### config.mk
export PLATFORM = sky130hd
export DESIGN_NAME = fifo_stream_reader
export DESIGN_NICKNAME = d
export VERILOG_FILES = /design/src/rtl/fifo_stream_reader_pkg.sv /design/src/rtl/fifo_stream_reader_stream_buf2.sv /design/src/rtl/fifo_stream_reader.sv
export SDC_FILE = /design/constraint.sdc
export NUM_CORES = 1
export LEC_CHECK = 0
export ABC_AREA = 1
export BUFFER_PORTS_ARGS = -buffer_cell sky130_fd_sc_hd__buf_2
export CORE_MARGIN = 2
export CORE_UTILIZATION = 44
export DETAILED_ROUTE_END_ITERATION = 12
export GPL_ROUTABILITY_DRIVEN = 0
export HOLD_SLACK_MARGIN = 0.05
export PLACE_DENSITY = 0.68
export SLEW_MARGIN = 20
export SYNTH_ARGS = -nofsm -noshare
export SYNTH_HDL_FRONTEND = slang
export SYNTH_SLANG_ARGS = --single-unit
### constraint.sdc
create_clock -name clk -period 2 [get_ports clk]
set_clock_uncertainty 0.15 [all_clocks]
set_input_delay 0.1 -clock clk [delete_from_list [all_inputs] [get_ports clk]]
set_output_delay 0.1 -clock clk [all_outputs]
set_load 0.01 [all_outputs]
### src/rtl/fifo_stream_reader_pkg.sv
// Shared constants for the FIFO stream reader: output buffer depth and counter widths.
// Also provides a helper that sums buffered and in-flight entries.
package fifo_stream_reader_pkg;

    localparam int BUF_DEPTH = 2;
    localparam int LEVEL_W   = 2;
    localparam int OCC_W     = 3;

    // Buffered plus in-flight entries. The width is chosen so the sum cannot wrap.
    function automatic logic [OCC_W-1:0] occ_of(input logic [LEVEL_W-1:0] level,
                                                input logic               inflight);
        return OCC_W'(level) + OCC_W'(inflight);
    endfunction

endpackage

### src/rtl/fifo_stream_reader_stream_buf2.sv
// Two-entry circular output buffer with head/tail pointers and an occupancy count.
// Reset clears the storage; clear drops only the pointers and the count.
module stream_buf2
    import fifo_stream_reader_pkg::*;
#(
    parameter int WIDTH = 9
) (
    input  logic               clk,
    input  logic               rst_n,
    input  logic               clear,
    input  logic               wr_en,
    input  logic [WIDTH-1:0]   wr_data,
    input  logic               pop,
    output logic [WIDTH-1:0]   rd_data,
    output logic               valid,
    output logic [LEVEL_W-1:0] level
);

    logic [WIDTH-1:0]   mem [BUF_DEPTH];
    logic               head;
    logic               tail;
    logic [LEVEL_W-1:0] cnt;

    always_ff @(posedge clk) begin
        if (!rst_n) begin
            head <= 1'b0;
            tail <= 1'b0;
            cnt  <= '0;
            for (int i = 0; i < BUF_DEPTH; i++) begin
                mem[i] <= '0;
            end
        end else if (clear) begin
            head <= 1'b0;
            tail <= 1'b0;
            cnt  <= '0;
        end else begin
            if (wr_en) begin
                mem[tail] <= wr_data;
                tail      <= ~tail;
            end
            if (pop) begin
                head <= ~head;
            end
            case ({wr_en, pop})
                2'b10:   cnt <= cnt + LEVEL_W'(1);
                2'b01:   cnt <= cnt - LEVEL_W'(1);
                default: cnt <= cnt;
            endcase
        end
    end

    assign rd_data = mem[head];
    assign valid   = (cnt != '0);
    assign level   = cnt;

endmodule

### src/rtl/fifo_stream_reader.sv
// Reads a single-clock FIFO with one-cycle read latency and presents its entries as a valid/ready stream.
// A read is issued only when the output buffer is guaranteed to have room for the returning word.
module fifo_stream_reader
    import fifo_stream_reader_pkg::*;
#(
    parameter int WIDTH = 9
) (
    input  logic               clk,
    input  logic               rst_n,
    input  logic               flush,
    output logic               fifo_rd_en,
    input  logic [WIDTH-1:0]   fifo_dout,
    input  logic               fifo_empty,
    output logic               m_valid,
    output logic [WIDTH-1:0]   m_data,
    input  logic               m_ready,
    output logic [LEVEL_W-1:0] level
);

    logic             inflight;
    logic             pop;
    logic             capture;
    logic [OCC_W-1:0] occ;
    logic [OCC_W-1:0] occ_after_pop;

    assign pop           = m_valid && m_ready;
    assign occ           = occ_of(level, inflight);
    assign occ_after_pop = occ - OCC_W'(pop);

    // m_ready reaches fifo_rd_en combinationally. This lets a read be issued in the same cycle
    // as a pop, which is what allows one transfer per cycle.
    assign fifo_rd_en = rst_n && !flush && !fifo_empty && (occ_after_pop < OCC_W'(BUF_DEPTH));

    // A word that returns during a flush is dropped.
    assign capture = inflight && !flush;

    always_ff @(posedge clk) begin
        if (!rst_n || flush) begin
            inflight <= 1'b0;
        end else begin
            inflight <= fifo_rd_en;
        end
    end

    stream_buf2 #(
        .WIDTH (WIDTH)
    ) u_buf (
        .clk     (clk),
        .rst_n   (rst_n),
        .clear   (flush),
        .wr_en   (capture),
        .wr_data (fifo_dout),
        .pop     (pop),
        .rd_data (m_data),
        .valid   (m_valid),
        .level   (level)
    );

    a_no_overflow: assert property (@(posedge clk) disable iff (!rst_n) occ <= OCC_W'(BUF_DEPTH));

endmodule

======== Word-level counts from Yosys, hierarchy flattened ========
Memory sizes are Yosys's and may differ from the RTL's. A register that Yosys moved wholly into a read port is not among the register bits.
Index checks and enable logic that the tools add are counted.
storage, ports and cells
  memory bits (writable) .................. 18
  input bits .............................. 14
  bits in registers ....................... 5
  memories kept ........................... 1
  word-level logic and storage cells ...... 39
memories
  memory     depth  width  rd ports  clocked after Yosys merged registers in  wr ports  RTL line                              text
  u_buf.mem  2      9      1         1                                        2         fifo_stream_reader_stream_buf2.sv:19  logic [WIDTH-1:0] mem [BUF_DEPTH];
operators by class
  reductions and logical operators ........ 13
  $add $sub $neg .......................... 4
  bitwise logic cells ..................... 3
  equal/unequal tests ..................... 2
  muxes and demuxes ....................... 11
  order comparisons ....................... 1
operators by type and width
  operator                                                    count
  2-to-1 mux 1 bit                                            9
  2-to-1 mux 9 bit                                            1
  OR reduction 9 bit                                          1
  logical AND 1 bit                                           5
  one-hot mux 2 bit (2 select lines)                          1
  nonzero test 2 bit                                          2
  adder 2 x 1 -> 3 bit                                        1
  logical NOT 1 bit                                           3
  less-than comparator 3 x 2 -> 1 bit, second input constant  1
  inverter 1 bit                                              3
  subtractor 3 x 1 -> 3 bit                                   1
  adder 2 x 1 -> 2 bit, second input constant                 1
  equality test 2 x 1 -> 1 bit, second input constant         1
  equality test 2 bit, second input constant                  1
  OR reduction 2 bit                                          1
  subtractor 2 x 1 -> 2 bit, second input constant            1
  logical OR 1 bit                                            1

======== Longest topological paths before layout ========
  depth in word-level cells ............... 8
  mapped depth ............................ 11
  depth with buffers taken out ............ 11

======== Hierarchy ========
From an unflattened synthesis, not the netlist that was laid out.
second synthesis, totals
  cells, all modules ...................... 110
  area total of the unflattened synthesis .. 1,126.1 um^2
by module, submodules not included
  module              instances  cells an instance  sequential area each (um^2)  area each (um^2)
  stream_buf2         1          90                 640.6                        1,009.7
  fifo_stream_reader  1          20                 20.0                         116.4

======== Worst setup path before layout ========
OpenSTA, ideal clock, no wires.
  kind .................................... register to output
  from .................................... register u_buf.cnt[1], in the netlist u_buf.level[1]
  to ...................................... output port fifo_rd_en
  path buffers ............................ 0
  path slack .............................. -0.074 ns
  arrival ................................. 1.824 ns
  cell stages (with the launch flop) ...... 11
  cells stage by stage .................... dfxtp_1 -> inv_1 -> nand2_4 -> nand2_4 -> clkinv_2 -> ha_1 -> inv_1 -> nand2_1 -> fa_1 -> nand3b_1 -> nor2_1
between the ends
  word-level cells in the longest chain between the ends .. 5
  elaborated cells between the ends (all ways) .. 6
  those cells by class .................... add/sub (2); order compare (1); reduce/logical (3)
RTL lines
  item                                 RTL line                              text
  from (decl)                          fifo_stream_reader_stream_buf2.sv:22  logic [LEVEL_W-1:0] cnt;
  from (signal assigned)               fifo_stream_reader_stream_buf2.sv:45  2'b10: cnt <= cnt + LEVEL_W'(1);
  from (signal assigned)               fifo_stream_reader_stream_buf2.sv:46  2'b01: cnt <= cnt - LEVEL_W'(1);
  from (signal assigned)               fifo_stream_reader_stream_buf2.sv:47  default: cnt <= cnt;
  nonzero test 2 bit                   fifo_stream_reader_stream_buf2.sv:53  assign valid = (cnt != '0);
  via m_valid                          fifo_stream_reader.sv:14              output logic m_valid,
  logical AND 1 bit                    fifo_stream_reader.sv:26              assign pop = m_valid && m_ready;
  via pop                              fifo_stream_reader.sv:21              logic pop;
  subtractor 3 x 1 -> 3 bit            fifo_stream_reader.sv:28              assign occ_after_pop = occ - OCC_W'(pop);
  less-than comparator 3 x 2 -> 1 bit  fifo_stream_reader.sv:32              assign fifo_rd_en = rst_n && !flush && !fifo_empty && (occ_after_pop < OCC_W'(BUF_DEPTH));
  logical AND 1 bit                    fifo_stream_reader.sv:32
  to (decl)                            fifo_stream_reader.sv:11              output logic fifo_rd_en,
The timed path passes the listed nets, and every way through them passes these cells.

======== Final worst setup path ========
  from .................................... register u_buf.cnt[1], in the netlist u_buf.level[1]
  to ...................................... output port fifo_rd_en
between the ends
  word-level cells in the longest chain between the ends .. 5
  elaborated cells between the ends (all ways) .. 6
  those cells by class .................... add/sub (2); order compare (1); reduce/logical (3)
RTL lines
  item                                 RTL line
  nonzero test 2 bit                   fifo_stream_reader_stream_buf2.sv:53
  logical AND 1 bit                    fifo_stream_reader.sv:26
  via pop                              fifo_stream_reader.sv:21
  subtractor 3 x 1 -> 3 bit            fifo_stream_reader.sv:28
  less-than comparator 3 x 2 -> 1 bit  fifo_stream_reader.sv:32
  logical AND 1 bit                    fifo_stream_reader.sv:32
The timed path passes the listed nets, and every way through them passes these cells.

==> results.sh <==
export IMPL_seqPwrFrac_pct=64.5
export IMPL_hold_path_class="input pin to flip-flop"
export IMPL_track_usage_pct=16.8
export IMPL_clock_power_share_pct=24.0
export IMPL_drc=0
export IMPL_routed_wl_mm=2.18
export IMPL_clockBufferDepth=2
export IMPL_max_stage_delay_ns=0.52
export IMPL_firstDrtPassIters=4
export IMPL_synth_nets=124
export IMPL_antenna_found_initial=0
export IMPL_grt_pass1_vias=825
export IMPL_initial_core_util_pct=45.6
export IMPL_power_density_nw_per_um2=562
export IMPL_drive_gt1_share_pct=41.8
export IMPL_area_growth_syn_to_layout_pct=37.2
export IMPL_synth_area_top_cells="edfxtp_1 48%, dfxtp_1 11%, mux2_2 9.1%"
export IMPL_critPathSlowestCell="fa_2"
export IMPL_pre_cts_slack_ns=-0.0711
export IMPL_min_period_ns=2.27
export IMPL_start_kind="flip-flop"
export IMPL_num_vias=867
export IMPL_fin_crit_sh_pct=113
export IMPL_ys_types=20
export IMPL_timing_critical_path_to="fifo_rd_en"
export IMPL_violations="negative setup slack"
export IMPL_cts_made_buffers=3
export IMPL_overflow=0
export IMPL_r2r_start="u_buf.level[1]"
export IMPL_arrival_ns=2.02
export IMPL_diodes=0
export IMPL_critPathRequiredTime_ns=1.75
export IMPL_synth_top_area_share_pct=48.3
export IMPL_ys_seq_area_share_pct=59.0
export IMPL_p_leak_uw=0.000716
export IMPL_finalMaxSlewViolations=0
export IMPL_p_sw_share_pct=21.7
export IMPL_root_buffer="clkbuf_4"
export IMPL_insertion_delay_ns=0.30
export IMPL_pwr_share_comb_pct=11.4
export IMPL_die_area_um2=2960
export IMPL_cp_max_fo=2
export IMPL_r2r_end="inflight"
export IMPL_num_nets_final=176
export IMPL_viasPerCell=4.61
export IMPL_cap_violations=0
export IMPL_run_status="complete, but fails checks"
export IMPL_ir_drop_mv=0.302
export IMPL_ys_ff_latch=24
export IMPL_critPathBufInv=4
export IMPL_synth_area_um2=1120
export IMPL_worst_slack_ns=-0.266
export IMPL_path_cells="inv_2 > nand2_4 > nand2_4 > inv_4 > ha_4 > inv_2 > nand2_2 > fa_2 > nand3b_1 > nor2_2 > buf_2"
export IMPL_port_buffers=26
export IMPL_ant_nets=0
export IMPL_clk_pin_slew_ns=0.13
export IMPL_internal_power_uw=675
export IMPL_hpwl_mm=1.47
export IMPL_yosysTopAreaCell="edfxtp_1"
export IMPL_io_pins=27
export IMPL_clock_sinks=24
export IMPL_rows=18
export IMPL_routedWlPerCell_um=11.6
export IMPL_total_power_uw=863
export IMPL_coreArea_um2=2450
export IMPL_place_inst=166
export IMPL_critical_path_depth=11
export IMPL_hold_viol=0
export IMPL_switching_power_uw=187
export IMPL_layout_cells_non_filler=188
export IMPL_cp_top_family="adder cells"
export IMPL_grt_pass1_wl_mm=3.48
export IMPL_grt_max_degree=14
export IMPL_fp_dieH_um=54.5
export IMPL_r2r_cells=11
export IMPL_fmax_mhz=441
export IMPL_htreeDepth=1
export IMPL_ys_warn_count=0
export IMPL_utilization_pct=62.6
export IMPL_fillers=225
export IMPL_worst_pin_slew_ns=0.419
export IMPL_rsz0062_at_grt="true"
export IMPL_synth_avg_cell_area_um2=10.5
export IMPL_die_x_um=54.5
export IMPL_endpoint_kind="output pin"
export IMPL_tritoncts="built"
export IMPL_drtIter0Drc=13
export IMPL_netlist_instances=107
export IMPL_maxSlewHeadroom_pct=72.0
export IMPL_r2r_slack_ns=0.07
export IMPL_critPathKind="flip-flop to output pin"
export IMPL_fin_setup_tns_ns=-0.266
export IMPL_setup_violations=1
export IMPL_startpoint="u_buf.level[1]"
-- Yosys cell counts --
cell type / number
ha_1: 2
fa_1: 1
nand2_4: 2
mux2_2: 9
buf_2: 1
o21ai_0: 2
dfxtp_1: 6
a21oi_1: 1
inv_1: 16
clkinv_2: 1
nor3_1: 1
nand2_2: 3
edfxtp_1: 18
nor2_1: 27
nor2_2: 2
o21ai_2: 1
nand4_1: 1
nand2_1: 10
nand3b_1: 1
inv_2: 2
-- layout by cell type, fill, tap and decap left out, types with 3 or more instances in the layout --
| cell type | n |
|---|---|
| buf_4 | 8 |
| mux2_2 | 9 |
| buf_2 | 26 |
| nor2_2 | 3 |
| clkbuf_4 | 3 |
| inv_1 | 14 |
| nand2_1 | 9 |
| dfxtp_1 | 4 |
| dlygate4sd3_1 | 14 |
| nor2_1 | 26 |
| nand2_2 | 4 |
| edfxtp_1 | 18 |
| inv_2 | 4 |
-- cell type report --
class,count,area (µm²),area share [%]
inverters,19,73.8,4.80
multi-input cells,63,405,26.4
clock inverters,1,3.75,0.244
repair buffers,48,330,21.5
clock buffers,3,22.5,1.47
well taps,30,37.5,2.44
flip-flops and latches,24,663,43.2
-- flip-flops by register name, summed over array words and instances (netlist names), named ones only --
signal / flops
u_buf.mem: 18
u_buf.level: 2
u_buf.tail: 1
inflight: 1
u_buf.head: 1
-- cell families after synthesis --
kind of cell | share of synthesized area, %
flops | 59.0
fa+ha+maj | 4.02
compound gates | 2.12
simple gates | 18.9
buf+inv | 6.93
mux | 9.05
-- metrics by stage --
step	hold slack, ns	instance area [µm²]
finish	0.107	1540
CTS	0.0812	1510
detailed placement	0.262	1320
floorplan	0.123	1120
global placement	0.248	1320
global route	0.135	1540
-- routing by layer --
metal	up-vias	routed length, µm	global-route usage, %
met1	404	859	18.8
met2	19	1220	32.3
met3	2	83	3.28
met4	0	15	3.75
met5	-	0	0
li1	442	-	-
-- worst min path at each step --
| stage | startpoint | to | slack [ns] | depth (start not counted) |
|---|---|---|---|---|
| final | m_ready | u_buf.head | 0.11 | 6 |
| after floorplan | rst_n | u_buf.tail | 0.12 | 2 |
| after detailed placement | fifo_empty | inflight | 0.26 | 3 |
| after CTS | m_ready | u_buf.head | 0.08 | 6 |
| after global routing | m_ready | u_buf.head | 0.14 | 6 |
| after global placement | fifo_empty | inflight | 0.25 | 3 |
-- power by group through the flow --
stage	clock [µW]	combinational (µW)	sequential (µW)
finish	207	98.5	557
global route	233	110	559
CTS	214	96.3	557
detailed placement	0	74.1	568
global placement	0	71.7	567
floorplan	0	42.2	566
-- worst reg2reg max path: stages (launching register included) --
cell	delay, ns
dfxtp_2	0.35
inv_2	0.07
nand2_4	0.06
nand2_4	0.06
inv_4	0.04
ha_4	0.20
inv_2	0.04
nand2_2	0.04
fa_2	0.52
nand3b_1	0.11
buf_4	0.15
nor2_1	0.07
-- timing repair --
action	4_1_cts	5_1_grt
hold buffers	14	0
buffers inserted	3	2
setup endpoints to repair	1	2
pin swaps	1	2
hold endpoints to repair	23	0
gates resized for setup	3	6
Power figures use the tool's default switching activity.
